File: src/rtl/max7219_scroller.sv
// Scrolling frame buffer feeding the MAX7219 driver: queued columns enter at the right edge.
// Define SCROLL_WRAP_EN to recirculate the leftmost column when the column FIFO runs dry.
`timescale 1ns/1ps
module max7219_scroller #(
  parameter int SEG_ROWS       = 1,
  parameter int SEG_COLS       = 1,
  parameter int SCROLL_CYCLES  = 1000,
  parameter int COL_FIFO_DEPTH = 4
) (
  input  logic                                  i_Clk,
  input  logic                                  i_Rst,
  input  logic                                  i_Enable,
  input  logic                                  i_Clear,
  input  logic                                  i_Col_Valid,
  input  logic [SEG_ROWS*8-1:0]                 i_Col_Data,
  output logic                                  o_Col_Ready,
  output logic [SEG_ROWS*8-1:0][SEG_COLS*8-1:0] o_FrameBuf,
  output logic                                  o_Frame_Update,
  output logic                                  o_Underflow,
  output logic [15:0]                           o_Shift_Count
);

  localparam int H  = SEG_ROWS * 8;
  localparam int W  = SEG_COLS * 8;
  localparam int AW = $clog2(COL_FIFO_DEPTH);
  localparam int CW = $clog2(SCROLL_CYCLES);

  localparam logic [CW-1:0] CNT_LAST  = CW'(SCROLL_CYCLES - 2);
  localparam logic [AW:0]   FIFO_FULL = (AW+1)'(COL_FIFO_DEPTH);

  typedef enum logic [1:0] {
    ST_PAUSED,
    ST_COUNTING,
    ST_SHIFT
  } state_t;

  state_t        state_q;
  state_t        state_d;
  logic [CW-1:0] cnt_q;
  logic [CW-1:0] cnt_d;
  logic          do_shift;

  logic [H-1:0]  fifo_mem [0:COL_FIFO_DEPTH-1];
  logic [AW-1:0] wr_ptr;
  logic [AW-1:0] rd_ptr;
  logic [AW:0]   fifo_cnt;
  logic          fifo_empty;
  logic          fifo_full;
  logic          push;
  logic          pop;

  logic [H-1:0]         ins_col;
  logic [H-1:0][W-1:0]  frame_shift;
  logic                 underflow_d;

  assign fifo_empty  = (fifo_cnt == '0);
  assign fifo_full   = (fifo_cnt == FIFO_FULL);
  assign o_Col_Ready = !fifo_full && !i_Clear && !i_Rst;
  assign push        = i_Col_Valid && o_Col_Ready;
  assign pop         = do_shift && !fifo_empty;

  always_comb begin
    state_d  = state_q;
    cnt_d    = cnt_q;
    do_shift = 1'b0;
    unique case (state_q)
      ST_PAUSED: begin
        if (i_Enable) state_d = ST_COUNTING;
      end
      ST_COUNTING: begin
        if (!i_Enable) begin
          state_d = ST_PAUSED;
        end else if (cnt_q == CNT_LAST) begin
          state_d = ST_SHIFT;
          cnt_d   = '0;
        end else begin
          cnt_d = cnt_q + CW'(1);
        end
      end
      ST_SHIFT: begin
        do_shift = 1'b1;
        state_d  = i_Enable ? ST_COUNTING : ST_PAUSED;
      end
      default: state_d = ST_PAUSED;
    endcase
  end

  always_comb begin
    ins_col = fifo_empty ? '0 : fifo_mem[rd_ptr];
`ifdef SCROLL_WRAP_EN
    if (fifo_empty) begin
      for (int y = 0; y < H; y++) ins_col[y] = o_FrameBuf[y][0];
    end
`endif
    for (int y = 0; y < H; y++) begin
      frame_shift[y] = {ins_col[y], o_FrameBuf[y][W-1:1]};
    end
  end

`ifdef SCROLL_WRAP_EN
  assign underflow_d = 1'b0;
`else
  assign underflow_d = do_shift && fifo_empty;
`endif

  // Storage needs no reset: occupancy alone decides what is valid.
  always_ff @(posedge i_Clk) begin
    if (push) fifo_mem[wr_ptr] <= i_Col_Data;
  end

  always_ff @(posedge i_Clk) begin
    if (i_Rst || i_Clear) begin
      state_q        <= ST_PAUSED;
      cnt_q          <= '0;
      wr_ptr         <= '0;
      rd_ptr         <= '0;
      fifo_cnt       <= '0;
      o_FrameBuf     <= '0;
      o_Frame_Update <= 1'b0;
      o_Underflow    <= 1'b0;
      o_Shift_Count  <= '0;
    end else begin
      state_q <= state_d;
      cnt_q   <= cnt_d;
      if (push) wr_ptr <= wr_ptr + AW'(1);
      if (pop)  rd_ptr <= rd_ptr + AW'(1);
      unique case ({push, pop})
        2'b10:   fifo_cnt <= fifo_cnt + (AW+1)'(1);
        2'b01:   fifo_cnt <= fifo_cnt - (AW+1)'(1);
        default: fifo_cnt <= fifo_cnt;
      endcase
      if (do_shift) begin
        o_FrameBuf    <= frame_shift;
        o_Shift_Count <= o_Shift_Count + 16'd1;
      end
      o_Frame_Update <= do_shift;
      o_Underflow    <= underflow_d;
    end
  end

endmodule

File: config.mk
export PLATFORM = sky130hd
export DESIGN_NAME = max7219_scroller
export DESIGN_NICKNAME = d
export VERILOG_FILES = /design/src/rtl/max7219_scroller.sv
export SDC_FILE = /design/constraint.sdc
export NUM_CORES = 1
export LEC_CHECK = 0
export ABC_CLOCK_PERIOD_IN_PS = 2400
export CORE_UTILIZATION = 56
export CTS_CLUSTER_DIAMETER = 200
export CTS_CLUSTER_SIZE = 14
export DETAILED_ROUTE_END_ITERATION = 12
export DONT_BUFFER_PORTS = 1
export PLACE_DENSITY = 0.74
export RECOVER_POWER = 100
export SLEW_MARGIN = 20
export SYNTH_ARGS = -nofsm -noshare
export SYNTH_HDL_FRONTEND = slang
export SYNTH_SLANG_ARGS = --single-unit
File: constraint.sdc
create_clock -name i_Clk -period 2.4 [get_ports i_Clk]
set_input_delay 0.36 -clock i_Clk [delete_from_list [all_inputs] [get_ports i_Clk]]
set_output_delay 0.36 -clock i_Clk [all_outputs]
set_load 0.1 [all_outputs]
==> flow_summary.json <==
{
  "run_status": "finished with violations",
  "violations": "design-rule violations",
  "cts_tree": "done",
  "drv_slew": 0,
  "drv_cap": 0,
  "firstDrtPassIters": 9,
  "synth_edf_count": 32,
  "required_ps": 2840,
  "cts-root-buf": "clkbuf_8",
  "path_max_fanout": 5,
  "yosys_warnings": 0,
  "dieArea_mm2": 0.009566,
  "crit_path_max_incr_delay_ps": 400,
  "worstPathCellList": "or3_1 -> and2_0 -> ha_1 -> inv_1 -> fa_1 -> xor2_1 -> or3_1 -> a21oi_1",
  "area_delta_synth_final_pct": 21.76,
  "dpl.hpwl_um": 6811,
  "rr_startpoint": "fifo_cnt[2]",
  "cts_sinks": 135,
  "p_leak_nw": 2.209,
  "antenna_found_initial": 0,
  "synth-compound-area-share": 0.1027,
  "htree_levels": 4,
  "path_clk_slew_ps": 60,
  "drive_above_1_share": 0.2016,
  "timing.rr.end": "fifo_cnt[2]",
  "reg2regPathDepth": 8,
  "hold_ws_ps": 27.84,
  "fmax_ghz": 0.4750,
  "worst_ep_arrival_time_ps": 2540,
  "grt_pass1_vias": 3867,
  "core_mm2": 0.008806,
  "fin_worst_skew_ps": 11.90,
  "synthAdderAreaFrac": 0.02337,
  "grt_pass1_wl_um": 18020,
  "holdPathStages": 3,
  "first_iter_violations": 199,
  "cp_common_cell": "or3_1",
  "ir_worst_vdd_mv": 0.5077,
  "crit_path_start_kind": "flip-flop",
  "io_pins": 96,
  "relSlewSlack": 0.2031,
  "yosysUniqueCellTypes": 44,
  "seq_area_frac_synth": 0.5881,
  "synth_seq_cells": 135,
  "gr-total-overflow": 0,
  "hold-path-endpoint": "state_q[0]",
  "antenna_cells": 0,
  "cts_buffers": 17,
  "synthMuxAreaShare": 0.03505,
  "initial_core_util": 0.5837,
  "postSynthAreaPerCell_um2": 9.884,
  "p_total_mw": 4.812,
  "power.density_mw_per_mm2": 768.8,
  "clk_latency_ps": 520,
  "nFillCells": 699,
  "endpoint_kind": "flip-flop",
  "final_antenna_net_count": 0,
  "wl_per_cell_um": 14.91,
  "rows": 34,
  "hold_path.class": "primary input to flip-flop",
  "syn-num-nets": 542,
  "drcViolationCount": 22,
  "cp_slowest_cell": "dfxtp_1",
  "synth_top_family_by_area": "simple AND/OR/NAND/NOR gates",
  "die_x_um": 97.81,
  "syn_area_mm2": 0.005140,
  "totalWireLength_um": 10850,
  "io_buffers": 0,
  "hp-start": "i_Rst",
  "grt_max_degree": 101,
  "r2r_setup_slack_ps": 290,
  "die_y_um": 97.81,
  "grt.total_usage": 0.2411,
  "synth-simple-area-share": 0.1906,
  "setup_viol": 0,
  "clockBufferDepth": 2,
  "worstSetupPathType": "flip-flop to flip-flop",
  "syn-instance-count": 520,
  "synth-xor-area-share": 0.03067,
  "vias": 3964,
  "postCtsSetupBuffers": 0,
  "synth_ff_type": "dfxtp_1",
  "final_hold_viol_count": 0,
  "tightest_slew_ps": 1195,
  "gp_congestion": 0.8100,
  "rsz0062_at_grt": "no",
  "finalCritPeriodShare": 0.8771,
  "setup-tns-final_ps": 0,
  "min_period_ps": 2105,
  "via_per_inst": 5.445,
  "layout.nets": 629,
  "synthArstFlopShare": 0
}
==> through the flow <==
| stage | cell area (µm²) | setup WS, ps | utilization | instances |
|---|---|---|---|---|
| finish | 6259 | 294.9 | 0.7107 | 728 |
| global route | 6259 | 102.6 | 0.7107 | 728 |
| CTS | 6507 | 297.2 | 0.7390 | 728 |
| detailed placement | 5859 | 315.0 | 0.6654 | 687 |
| global placement | 5859 | 463.4 | 0.6654 | 687 |
| floorplan | 5145 | 7.700 | - | 520 |
==> report_power, final <==
| part | switching, mW | internal, mW | leakage (nW) |
|---|---|---|---|
| Sequential | 0.00386 | 2.33 | 1.12 |
| Combinational | 0.0523 | 0.0229 | 0.826 |
| Clock | 1.01 | 1.39 | 0.264 |
==> critical path: cells and delay by family (launching register included) <==
family / cells / cell delay [ps]
AOI/OAI and AO/OA: 1 / 160
and+or+nand+nor: 3 / 650
buffers and inverters: 1 / 70
adders and majority gates: 2 / 580
xor gates and xnor gates: 1 / 170
DFF: 1 / 400
==> placed cells by master (no fill, tap or decap), types with 2 or more instances in the layout <==
cell	n
nand2_1	126
dfxtp_1	102
clkbuf_2	78
a21oi_1	69
nor2_1	34
edfxtp_1	32
clkbuf_16	16
a22oi_1	11
xnor2_1	11
inv_1	10
nor3_1	10
nand3_1	9
dlygate4sd3_1	9
mux4_2	8
ha_1	8
clkbuf_1	8
xor2_1	7
or3_1	6
nand4_1	6
and2_0	5
inv_6	5
clkinv_4	5
o21ai_0	4
nand2b_1	3
nor4_1	3
clkinvlp_4	3
a211oi_1	2
nand3b_1	2
and3_1	2
a31oi_1	2
buf_4	2
==> worst max path at each step <==
stage	cells after the start	start	slack, ps	end
2_1_floorplan	4	o_Shift_Count[3]	8	o_Shift_Count[15]
3_3_place_gp	8	fifo_cnt[2]	460	fifo_cnt[2]
3_5_place_dp	8	fifo_cnt[2]	320	fifo_cnt[2]
4_1_cts	9	fifo_cnt[0]	300	fifo_cnt[2]
5_1_grt	5	state_q[0]	100	flip-flop
6_report	8	fifo_cnt[2]	290	fifo_cnt[2]
==> metal layers <==
layer / vias to the layer above / part of all wire / track usage
met1: 1870 / 0.41 / 0.2780
met4: 0 / 0.016 / 0.09441
met5: - / 0 / 0
met3: 21 / 0.055 / 0.07158
li1: 1964 / - / -
met2: 109 / 0.52 / 0.4223
==> registers in the layout, indices dropped and copies added, names as in the netlist, named ones only <==
name            cells
cnt_q              10
fifo_cnt            3
fifo_mem           32
o_FrameBuf         64
o_Frame_Update      1
o_Shift_Count      16
o_Underflow         1
rd_ptr              2
state_q             2
wr_ptr              2
==> synthesized netlist by cell type (2+ instances only) <==
cell type    n  area, µm²
nand2b_1     3      18.77
and2_1       5      31.28
or3_1        6      37.54
xor2_1       7      61.31
clkbuf_1    25      93.84
a31oi_1      2      12.51
nor2_1      34      127.6
o21ai_0      4      20.02
ha_1         8      100.1
nand3_1      9      45.04
inv_1       10      37.54
a21oi_1     70      350.3
edfxtp_1    32      960.9
buf_1        4      15.01
xnor2_1     11      96.34
nand2_1    126      473.0
nor4_1       3      18.77
mux4_2       8      180.2
nor3_1      10      50.05
nand4_1      6      37.54
dfxtp_1    103       2062
and3_1       2      12.51
a22oi_1     11      82.58
==> repair_timing <==
item | CTS | global route
resized for setup | 0 | 0
hold buffers | 9 | 0
hold endpoints to repair | 33 | 0
==> kinds of logic (layout without fill, tap and decap cells) <==
logic type               Yosys count  in the layout
AND/OR/NAND/NOR                  216            216
flip-flops                       135            135
buffers and inverters             40            140
adder cells (fa/ha/maj)            9              9
AO/OA/AOI/OAI                     94             94
multiplexers                       8              8
XOR/XNOR                          18             18
==> cell type report <==
type                       count  area (µm²)  area share
sequential                   135        3024      0.4832
multi-input combinational    345        1958      0.3129
timing repair buffer          98       545.5     0.08717
clock buffer                  17       414.1     0.06617
clock inverter                15       143.9     0.02299
tap                          108       135.1     0.02159
inverter                      10       37.54    0.005998
No activity file was read; power rests on OpenSTA's default activity.
